## src/rtl/pong_pixel_gen_if.sv

```systemverilog
// Pixel-stream and game-control bundle between the VGA sync front end and pong_pixel_gen.
// slave = the pixel generator, master = whoever drives pixel coordinates and buttons.
interface pong_pixel_gen_if;
  logic [9:0]  pixel_x;
  logic [9:0]  pixel_y;
  logic        video_on;
  logic        frame_tick;
  logic        btn_up;
  logic        btn_down;
  logic [11:0] rgb;
  logic [6:0]  hit_cnt;
  logic [1:0]  miss_cnt;
  logic        game_over;

  modport master (
    output pixel_x, pixel_y, video_on, frame_tick, btn_up, btn_down,
    input  rgb, hit_cnt, miss_cnt, game_over
  );

  modport slave (
    input  pixel_x, pixel_y, video_on, frame_tick, btn_up, btn_down,
    output rgb, hit_cnt, miss_cnt, game_over
  );
endinterface

```

## src/rtl/pong_pixel_gen.sv

```systemverilog
// Pong game state (ball, paddle, score FSM) and registered 12-bit pixel colour; ROUND_BALL_EN masks the ball to a circle.
// Latency: rgb is one clk behind pixel_x/pixel_y/video_on; game state advances on frame_tick, IDLE/OVER button exit on any clk.
// Backpressure: none, consumes one pixel per clk with no stall.
module pong_pixel_gen #(
  parameter int H_ACTIVE     = 640,
  parameter int V_ACTIVE     = 480,
  parameter int WALL_X_L     = 32,
  parameter int WALL_X_R     = 35,
  parameter int BAR_X_L      = 600,
  parameter int BAR_X_R      = 603,
  parameter int PADDLE_H     = 72,
  parameter int PADDLE_V     = 4,
  parameter int BALL_SIZE    = 8,
  parameter int BALL_V       = 2,
  parameter int SERVE_FRAMES = 60
) (
  input  logic             clk,
  input  logic             reset,
  pong_pixel_gen_if.slave  bus
);

  localparam int CW = $clog2(SERVE_FRAMES + 1);

  // 11-bit copies so sums like ball_x+BALL_SIZE never wrap in compares
  localparam logic [10:0] X_WL      = 11'(WALL_X_L);
  localparam logic [10:0] X_WR      = 11'(WALL_X_R);
  localparam logic [10:0] X_BL      = 11'(BAR_X_L);
  localparam logic [10:0] X_BR      = 11'(BAR_X_R);
  localparam logic [10:0] PH_M1     = 11'(PADDLE_H - 1);
  localparam logic [10:0] BS_M1     = 11'(BALL_SIZE - 1);
  localparam logic [10:0] BS        = 11'(BALL_SIZE);
  localparam logic [10:0] BV        = 11'(BALL_V);
  localparam logic [10:0] Y_BOT     = 11'(V_ACTIVE - BALL_V);
  localparam logic [10:0] X_LEFT    = 11'(WALL_X_R + 1);
  localparam logic [10:0] MISS_EDGE = 11'(H_ACTIVE - 1 - BALL_V);
  localparam logic [10:0] PAD_LIM   = 11'(V_ACTIVE);
  localparam logic [10:0] PAD_SPAN  = 11'(PADDLE_H + PADDLE_V);
  localparam logic [9:0]  PV        = 10'(PADDLE_V);
  localparam logic [9:0]  PADDLE_Y0 = 10'((V_ACTIVE - PADDLE_H) / 2);
  localparam logic [9:0]  BALL_X0   = 10'((H_ACTIVE - BALL_SIZE) / 2);
  localparam logic [9:0]  BALL_Y0   = 10'((V_ACTIVE - BALL_SIZE) / 2);
  localparam logic [CW-1:0] SERVE_LAST = CW'(SERVE_FRAMES - 1);
  localparam logic [CW-1:0] CNT_ONE    = CW'(1);
  localparam logic [6:0]  HIT_MAX   = 7'd99;

  typedef enum logic [2:0] {IDLE, SERVE, PLAY, MISS, OVER} state_t;

  state_t         state, state_n;
  logic [CW-1:0]  serve_cnt, serve_cnt_n;
  logic [9:0]     paddle_y, paddle_y_n;
  logic [9:0]     ball_x, ball_x_n, ball_y, ball_y_n;
  logic           dx_pos, dx_pos_n, dy_pos, dy_pos_n;
  logic [6:0]     hit_cnt, hit_cnt_n;
  logic [1:0]     miss_cnt, miss_cnt_n;
  logic [11:0]    rgb_q, color;

  logic        tick, btn_any;
  logic [10:0] bx_w, by_w, pad_w, px_w, py_w, ball_r;

  assign tick    = bus.frame_tick;
  assign btn_any = bus.btn_up | bus.btn_down;
  assign bx_w    = {1'b0, ball_x};
  assign by_w    = {1'b0, ball_y};
  assign pad_w   = {1'b0, paddle_y};
  assign px_w    = {1'b0, bus.pixel_x};
  assign py_w    = {1'b0, bus.pixel_y};
  assign ball_r  = bx_w + BS_M1;

  always_comb begin
    state_n     = state;
    serve_cnt_n = serve_cnt;
    paddle_y_n  = paddle_y;
    ball_x_n    = ball_x;
    ball_y_n    = ball_y;
    dx_pos_n    = dx_pos;
    dy_pos_n    = dy_pos;
    hit_cnt_n   = hit_cnt;
    miss_cnt_n  = miss_cnt;

    case (state)
      IDLE: if (btn_any) state_n = SERVE;
      SERVE: if (tick) begin
        serve_cnt_n = serve_cnt + CNT_ONE;
        if (serve_cnt == SERVE_LAST) state_n = PLAY;
      end
      PLAY: if (tick) begin
        if (ball_r > MISS_EDGE) begin
          state_n = MISS;
        end else begin
          // next-frame velocity comes from the current position; later rules override earlier ones
          if (by_w <= BV) dy_pos_n = 1'b1;
          if (by_w + BS >= Y_BOT) dy_pos_n = 1'b0;
          if (bx_w <= X_LEFT) dx_pos_n = 1'b1;
          if (dx_pos && ball_r >= X_BL && ball_r <= X_BR &&
              by_w + BS_M1 >= pad_w && by_w <= pad_w + PH_M1) begin
            dx_pos_n = 1'b0;
            if (hit_cnt != HIT_MAX) hit_cnt_n = hit_cnt + 7'd1;
          end
          ball_x_n = dx_pos ? ball_x + 10'(BALL_V) : ball_x - 10'(BALL_V);
          ball_y_n = dy_pos ? ball_y + 10'(BALL_V) : ball_y - 10'(BALL_V);
        end
      end
      MISS: if (tick) begin
        miss_cnt_n = miss_cnt + 2'd1;
        state_n    = (miss_cnt == 2'd2) ? OVER : SERVE;
      end
      OVER: if (btn_any) begin
        hit_cnt_n  = '0;
        miss_cnt_n = '0;
        state_n    = SERVE;
      end
      default: state_n = IDLE;
    endcase

    if (state_n == SERVE) begin
      ball_x_n = BALL_X0;
      ball_y_n = BALL_Y0;
      dx_pos_n = 1'b0;
      dy_pos_n = 1'b1;
      if (state != SERVE) serve_cnt_n = '0;
    end

    if (tick && state != OVER) begin
      if (bus.btn_up && !bus.btn_down && paddle_y >= PV)
        paddle_y_n = paddle_y - PV;
      else if (bus.btn_down && !bus.btn_up && pad_w + PAD_SPAN <= PAD_LIM)
        paddle_y_n = paddle_y + PV;
    end
  end

  logic in_wall, in_pad, in_box, ball_vis, ball_on;
  assign in_wall  = px_w >= X_WL && px_w <= X_WR;
  assign in_pad   = px_w >= X_BL && px_w <= X_BR && py_w >= pad_w && py_w <= pad_w + PH_M1;
  assign in_box   = px_w >= bx_w && px_w <= bx_w + BS_M1 && py_w >= by_w && py_w <= by_w + BS_M1;
  assign ball_vis = (state == SERVE) || (state == PLAY) || (state == MISS);

`ifdef ROUND_BALL_EN
  logic [2:0] ball_row, ball_col;
  logic [7:0] rom_bits;
  assign ball_row = bus.pixel_y[2:0] - ball_y[2:0];
  assign ball_col = bus.pixel_x[2:0] - ball_x[2:0];

  always_comb begin
    case (ball_row)
      3'd0, 3'd7: rom_bits = 8'h3C;
      3'd1, 3'd6: rom_bits = 8'h7E;
      default:    rom_bits = 8'hFF;
    endcase
  end

  assign ball_on = ball_vis && in_box && rom_bits[3'd7 - ball_col];
`else
  assign ball_on = ball_vis && in_box;
`endif

  always_comb begin
    color = 12'h000;
    if (!bus.video_on) color = 12'h000;
    else if (in_wall)  color = 12'h00F;
    else if (in_pad)   color = 12'h0F0;
    else if (ball_on)  color = 12'hF00;
  end

  always_ff @(posedge clk or negedge reset) begin
    if (!reset) begin
      state     <= IDLE;
      serve_cnt <= '0;
      paddle_y  <= PADDLE_Y0;
      ball_x    <= BALL_X0;
      ball_y    <= BALL_Y0;
      dx_pos    <= 1'b0;
      dy_pos    <= 1'b1;
      hit_cnt   <= '0;
      miss_cnt  <= '0;
      rgb_q     <= '0;
    end else begin
      state     <= state_n;
      serve_cnt <= serve_cnt_n;
      paddle_y  <= paddle_y_n;
      ball_x    <= ball_x_n;
      ball_y    <= ball_y_n;
      dx_pos    <= dx_pos_n;
      dy_pos    <= dy_pos_n;
      hit_cnt   <= hit_cnt_n;
      miss_cnt  <= miss_cnt_n;
      rgb_q     <= color;
    end
  end

  assign bus.rgb       = rgb_q;
  assign bus.hit_cnt   = hit_cnt;
  assign bus.miss_cnt  = miss_cnt;
  assign bus.game_over = (state == OVER);

endmodule

```

## src/flat_wrapper.sv

```systemverilog
// flat-port wrapper written by rule: the top's interface ports become plain ports
module pong_pixel_gen_flat 
#(
  parameter int H_ACTIVE     = 640,
  parameter int V_ACTIVE     = 480,
  parameter int WALL_X_L     = 32,
  parameter int WALL_X_R     = 35,
  parameter int BAR_X_L      = 600,
  parameter int BAR_X_R      = 603,
  parameter int PADDLE_H     = 72,
  parameter int PADDLE_V     = 4,
  parameter int BALL_SIZE    = 8,
  parameter int BALL_V       = 2,
  parameter int SERVE_FRAMES = 60
)
  (clk, reset, bus_pixel_x, bus_pixel_y, bus_video_on, bus_frame_tick, bus_btn_up, bus_btn_down, bus_rgb, bus_hit_cnt, bus_miss_cnt, bus_game_over);
  pong_pixel_gen_if bus_i ();
  input  logic clk;
  input  logic reset;
  input wire logic [$bits(bus_i.pixel_x)-1:0] bus_pixel_x;
  input wire logic [$bits(bus_i.pixel_y)-1:0] bus_pixel_y;
  input wire logic [$bits(bus_i.video_on)-1:0] bus_video_on;
  input wire logic [$bits(bus_i.frame_tick)-1:0] bus_frame_tick;
  input wire logic [$bits(bus_i.btn_up)-1:0] bus_btn_up;
  input wire logic [$bits(bus_i.btn_down)-1:0] bus_btn_down;
  output wire logic [$bits(bus_i.rgb)-1:0] bus_rgb;
  output wire logic [$bits(bus_i.hit_cnt)-1:0] bus_hit_cnt;
  output wire logic [$bits(bus_i.miss_cnt)-1:0] bus_miss_cnt;
  output wire logic [$bits(bus_i.game_over)-1:0] bus_game_over;
  assign bus_i.pixel_x = bus_pixel_x;
  assign bus_i.pixel_y = bus_pixel_y;
  assign bus_i.video_on = bus_video_on;
  assign bus_i.frame_tick = bus_frame_tick;
  assign bus_i.btn_up = bus_btn_up;
  assign bus_i.btn_down = bus_btn_down;
  assign bus_rgb = bus_i.rgb;
  assign bus_hit_cnt = bus_i.hit_cnt;
  assign bus_miss_cnt = bus_i.miss_cnt;
  assign bus_game_over = bus_i.game_over;
  pong_pixel_gen #(.H_ACTIVE(H_ACTIVE), .V_ACTIVE(V_ACTIVE), .WALL_X_L(WALL_X_L), .WALL_X_R(WALL_X_R), .BAR_X_L(BAR_X_L), .BAR_X_R(BAR_X_R), .PADDLE_H(PADDLE_H), .PADDLE_V(PADDLE_V), .BALL_SIZE(BALL_SIZE), .BALL_V(BALL_V), .SERVE_FRAMES(SERVE_FRAMES)) u_core (.clk(clk), .reset(reset), .bus(bus_i));
endmodule
```

## config.mk

```make
export PLATFORM = sky130hd
export DESIGN_NAME = pong_pixel_gen_flat
export DESIGN_NICKNAME = d
export VERILOG_FILES = /design/src/rtl/pong_pixel_gen_if.sv /design/src/rtl/pong_pixel_gen.sv /design/src/flat_wrapper.sv
export SDC_FILE = /design/constraint.sdc
export NUM_CORES = 1
export LEC_CHECK = 0
export ABC_AREA = 1
export ABC_CLOCK_PERIOD_IN_PS = 3600
export CORE_MARGIN = 4
export CORE_UTILIZATION = 50
export CTS_CLUSTER_SIZE = 16
export DETAILED_ROUTE_END_ITERATION = 12
export GPL_TIMING_DRIVEN = 0
export PLACE_DENSITY = 0.7
export SLEW_MARGIN = 20
export SYNTH_ARGS = -nofsm -noshare
export SYNTH_HDL_FRONTEND = slang
export SYNTH_SLANG_ARGS = --single-unit
export TNS_END_PERCENT = 10
```

## constraint.sdc

```tcl
create_clock -name clk -period 3.6 [get_ports clk]
set_clock_uncertainty 0.15 [all_clocks]
set_input_delay 0.9 -clock clk [delete_from_list [all_inputs] [get_ports clk]]
set_output_delay 0.9 -clock clk [all_outputs]
set_load 0.05 [all_outputs]
```

**Yosys cells after proc, flatten, opt, wreduce, memory -nomap -nowiden**

Index checks and enable logic that the tools add are counted.

- Add/subtract/negate cells: 14
- $mul: 0
- Divide/modulo/power cells: 0
- $lt $le $gt $ge: 20
- Eq/ne operators: 17
- Shift operators: 0
- Mux-type cells: 49
- Bitwise gates (word level): 1
- Reductions and logical operators: 36

Operators with widths:

| kind | number |
|---|---|
| 10-bit two-way mux | 12 |
| 12-bit two-way mux | 4 |
| 10-bit by 11-bit <= comparator with 1-bit output | 4 |
| 7-bit two-way mux | 5 |
| 10-bit greater-or-equal comparator | 3 |
| 6-bit two-way mux | 4 |
| 10-bit by 3-bit adder with 11-bit output (second input constant) | 2 |
| 10-bit by 7-bit adder with 11-bit output (second input constant) | 2 |
| 3-bit two-way mux | 7 |
| 10-bit by 2-bit adder with 10-bit output (second input constant) | 2 |
| 10-bit by 6-bit <= comparator with 1-bit output (second input constant) | 2 |
| 10-bit by 2-bit subtractor with 10-bit output (second input constant) | 2 |
| 1-bit logical AND | 17 |
| 7-bit case mux with 2 select lines | 1 |
| 1-bit two-way mux | 12 |
| 3-bit case mux with 4 select lines | 1 |
| 10-bit by 4-bit adder with 11-bit output (second input constant) | 1 |
| 11-bit by 10-bit greater-or-equal comparator with 1-bit output | 1 |
| 11-bit by 10-bit greater-or-equal comparator with 1-bit output (second input constant) | 1 |
| 11-bit by 9-bit greater-or-equal comparator with 1-bit output (second input constant) | 1 |
| 11-bit by 10-bit > comparator with 1-bit output (second input constant) | 1 |
| 11-bit by 10-bit <= comparator with 1-bit output (second input constant) | 1 |
| 11-bit by 9-bit <= comparator with 1-bit output (second input constant) | 1 |
| 10-bit by 3-bit adder with 10-bit output (second input constant) | 1 |
| other kinds (32) | 49 |

- Register bits: 62
- Bits in latches: 0
- Memory bits (writable): 0
- Bits in read-only memories: 0
- Bits of input ports: 26
- Output and inout port bits: 22
- Word-level logic and storage cells: 147
- Memories: 0

**Logic depth before layout (Yosys ltp)**

- Word-level depth: 11
- Gate-level depth with buffers: 20

**Worst setup path after synthesis**

No wires, ideal clock.

- Path type: register to register
- From: reg u_core.paddle_y[2]
- To: reg u_core.hit_cnt[3] (netlist: u_core.bus.hit_cnt[3])
- Setup time: 0.120 ns
- Arrival time: 2.361 ns
- Data required time: 3.330 ns
- Slack: 0.969 ns
- Cell stages (with the launch flop): 18
- Buffers on the path: 0
- Cell sequence: dfstp_2 > ha_1 > nand3_1 > nand2_1 > nand2_1 > xor2_1 > ha_1 > a21oi_1 > nand3b_1 > nand2_1 > nor2_1 > nand2_1 > nor2_1 > nand2_1 > nand2_2 > nand2_2 > nand2_1 > nand2_1

- Longest elaborated chain between the ends: 5

RTL lines:

| element | line | source |
|---|---|---|
| start, declared | pong_pixel_gen.sv:50 | `logic [9:0] paddle_y, paddle_y_n;` |
| start signal, assigned | pong_pixel_gen.sv:179 | `paddle_y <= paddle_y_n;` |
| 10-bit by 7-bit adder with 11-bit output or 11-bit by 10-bit greater-or-equal comparator with 1-bit output (tied branches) | pong_pixel_gen.sv:95 | `by_w + BS_M1 >= pad_w && by_w <= pad_w + PH_M1) begin` |
| 10-bit by 11-bit <= comparator with 1-bit output or 1-bit logical AND (tied branches) | pong_pixel_gen.sv:95, pong_pixel_gen.sv:94 |  |
| 1-bit logical AND * | pong_pixel_gen.sv:95 |  |
| 2-bit by 1-bit inequality test with 1-bit output (no source line) * | -- |  |
| 6-bit AND reduction (no source line) * | -- |  |
| end signal, assigned | pong_pixel_gen.sv:184 | `hit_cnt <= hit_cnt_n;` |
| end, declared | pong_pixel_gen.sv:53 | `logic [6:0] hit_cnt, hit_cnt_n;` |

Mark *: on every way between the ends. The rest lies on a longest branch, timed or not.
A chain may end at the register's enable or synchronous reset.

**Worst setup path in the final report**

- From: reg u_core.state[0]
- To: out bus_game_over

- Longest elaborated chain between the ends: 1

RTL lines:

| element | line | source |
|---|---|---|
| start, declared | pong_pixel_gen.sv:48 | `state_t state, state_n;` |
| start signal, assigned | pong_pixel_gen.sv:177 | `state <= state_n;` |
| 3-bit equality test | pong_pixel_gen.sv:193 | `assign bus.game_over = (state == OVER);` |
| end, declared | flat_wrapper.sv:29 | `output wire logic [$bits(bus_i.game_over)-1:0] bus_game_over;` |

No other way between the ends.

==> flow_summary.yaml <==
run_status:
  outcome: "finished clean"
cells_and_area:
  final_layout_size_suffix_gt1_share_pct: 9.09
  final_common_cell: "nand2_1"
  multi_input_area_um2: 4280
  final_cell_mix: "226 x nand2_1, 92 x ha_1, 85 x nor2_1"
  seq_area_um2: 1240
  post-route-util_pct: 59.3
  syn_to_final_growth_pct: 13.8
  nFillCells: 1106
  nNetsFinal: 1031
  diodes: 0
routing:
  drt_pass1_iterations: 5
  wire_per_inst_um: 15.0
  wl_mm: 15.8
  drt_iter0_drc: 392
  drc_errors: 0
  num_vias: 5803
  viasPerCell: 5.50
  final_antenna_net_count: 0
clock_network:
  path_clk_slew_ns: 0.07
  cts_tree: "yes"
  postCtsHoldBufs: 0
  ctsResizeCount: 0
  clock-sinks: 49
  cts_buffers: 5
  htree_levels: 2
  post_cts_buffers: 0
  root_buffer: "clkbuf_16"
  clock_path_buffers: 2
  clock_latency_ns: 0.29
flow_run:
  maxCapViolations: 0
setup_path:
  cp.required_ns: 2.55
  cp_max_fo: 10
  rr_worst_depth: 17
  r2r_slack_ns: 0.47
  crit_arrival_ns: 2.36
  crit_path_end_kind: "output port"
  rr_startpoint: "u_core.paddle_y[2]"
  r2r_end: "u_core.bus.hit_cnt[3]"
  path_class: "reg2out"
  critPathLaunchType: "flop"
sta:
  period_share_pct: 94.8
  rsz0062_at_grt: "no"
  fmax_mhz: 293
  timing.final.crit_period_ns: 3.41
  worstMarginPinSlew_ns: 0.612
  fin_hold_ws_ns: 0.350
  drv_slew: 0
  slew_headroom_pct: 58.8
  layout_setup_ws_ns: 0.187
  finalSetupTns_ns: 0
  finalSetupViolations: 0
  finalHoldViolCount: 0
floorplanning:
  coreArea_um2: 11600
  ios: 48
  die_h_um: 118
  start_util_pct: 52.1
  die_area_um2: 13900
  rows: 39
  die_w_um: 118
logic_synthesis:
  ys_seq_area_share_pct: 20.6
  synth.distinct_cells: 49
  synth_edf_count: 0
  yosys_warnings: 0
  netlist_area_um2: 6050
  synthCells: 857
  syn_avg_cell_area_um2: 7.06
  yosys_most_used_dff: "dfrtp_1"
  ys_ff_latch: 49
  synth_async_sr_flop_share_pct: 100
  postSynthNetCount: 976
min_path:
  min-delay-start: "u_core.paddle_y[3]"
  hold_path_end: "u_core.paddle_y[3]"
  min_path_cells: 2
  hold_path_class: "reg2reg"
global_routing:
  grt_first_pass_wirelength_mm: 27.2
  grt_max_degree: 29
  grt_pass1_vias: 5689
  grt_usage_pct: 23.2
  gr-total-overflow: 0
  antenna_found_initial: 0
power:
  ir_worst_vdd_v: 0.000442
  leakagePower_nw: 3.33
  power_density_nw_per_um2: 497
place:
  place_ws_ns: 0.342
  numPortBuffers: 47
  gp_congestion: 0.892
  place_hpwl_mm: 12.8
sequential cells by signal, indices dropped and copies added, names as in the netlist:
signal               cells
u_core.bus.miss_cnt      2
u_core.serve_cnt         6
u_core.paddle_y          8
u_core.ball_x            9
u_core.bus.rgb           3
u_core.bus.hit_cnt       7
u_core.dy_pos            1
u_core.ball_y            9
u_core.state             3
u_core.dx_pos            1
area by class of cell:
| class | instances | area share [%] |
|---|---|---|
| multi-input cells | 692 | 62.2 |
| flip-flops and latches | 49 | 18.1 |
| repair buffers | 48 | 7.05 |
| inverters | 95 | 5.41 |
| well taps | 143 | 2.60 |
| plain buffers | 21 | 2.16 |
| clock buffers | 5 | 1.82 |
| clock inverters | 3 | 0.690 |
metal layers:
layer  vias up  global-route usage [%]  part of all wire (%)
met4         0                    4.25                   1.4
met1      2711                    33.4                    48
met5         -                       0                     0
met2       137                    37.4                    46
li1       2941                       -                     -
met3        14                    3.03                   4.9
cell usage after synthesis, types with 2 or more instances:
| library cell | count | area (um2) |
|---|---|---|
| o21ai_1 | 9 | 45.0 |
| ha_1 | 92 | 1150 |
| nor4_1 | 7 | 43.8 |
| nand2_8 | 2 | 40.0 |
| o21ai_0 | 29 | 145 |
| o211ai_1 | 9 | 67.6 |
| a21oi_1 | 42 | 210 |
| nor3_1 | 10 | 50.1 |
| inv_1 | 84 | 315 |
| xnor2_1 | 5 | 43.8 |
| buf_4 | 10 | 75.1 |
| o2111ai_1 | 2 | 17.5 |
| dfrtp_1 | 34 | 851 |
| nor2_4 | 5 | 56.3 |
| nor2_1 | 85 | 319 |
| nand2_1 | 226 | 848 |
| dfstp_2 | 15 | 394 |
| nand3b_1 | 8 | 60.1 |
| nand3_2 | 5 | 50.1 |
| nand4_1 | 17 | 106 |
| o211ai_2 | 2 | 25.0 |
| clkbuf_1 | 2 | 7.51 |
| o22ai_2 | 4 | 50.1 |
| xor2_1 | 45 | 394 |
| nand2_4 | 2 | 22.5 |
| clkinv_1 | 4 | 15.0 |
| nand2_2 | 8 | 50.1 |
| o21a_1 | 3 | 22.5 |
| buf_2 | 6 | 30.0 |
| nand3_1 | 62 | 310 |
| inv_2 | 5 | 18.8 |
stage by stage:
stage / area (um2) / power (W) / instances
final: 6890 / 0.00342 / 1056
after global placement: 6700 / 0.00276 / 1047
after CTS: 6890 / 0.00342 / 1056
after floorplan: 6050 / 0.00230 / 857
after detailed placement: 6720 / 0.00285 / 1048
after global routing: 6890 / 0.00379 / 1056
kinds of logic after synthesis:
group	Yosys count	synth area share, %
AND/OR/NAND/NOR	442	33.3
adder cells (fa/ha/maj)	93	19.4
flip-flops	49	20.6
buffers and inverters	116	8.62
XOR/XNOR	50	7.24
AO/OA/AOI/OAI	106	10.8
multiplexers	1	0.186
worst max-delay path by stage:
stage,end,slack (ns),cells after the start,start
4_1_cts,bus_game_over,0.21,5,u_core.state[0]
6_report,bus_game_over,0.19,5,u_core.state[0]
3_3_place_gp,u_core.serve_cnt[3],0.02,1,reset
5_1_grt,bus_game_over,0.04,5,u_core.state[0]
3_5_place_dp,u_core.state[0],0.34,7,bus_btn_down
2_1_floorplan,u_core.bus.hit_cnt[3],0.97,17,u_core.paddle_y[2]
where the power goes:
part / switching [W] / internal, W
logic: 0.00127 / 0.000746
clock network: 0.000225 / 0.000333
registers: 0.000159 / 0.000694
critical path, stage by stage, from the launching register on:
cell and delay [ns]:
dfrtp_1 0.45, nor2_1 0.17, inv_1 0.08, nor2_1 0.25
buf_2 0.28, clkdlybuf4s50_1 0.84
(Power assumes the default switching activity.)
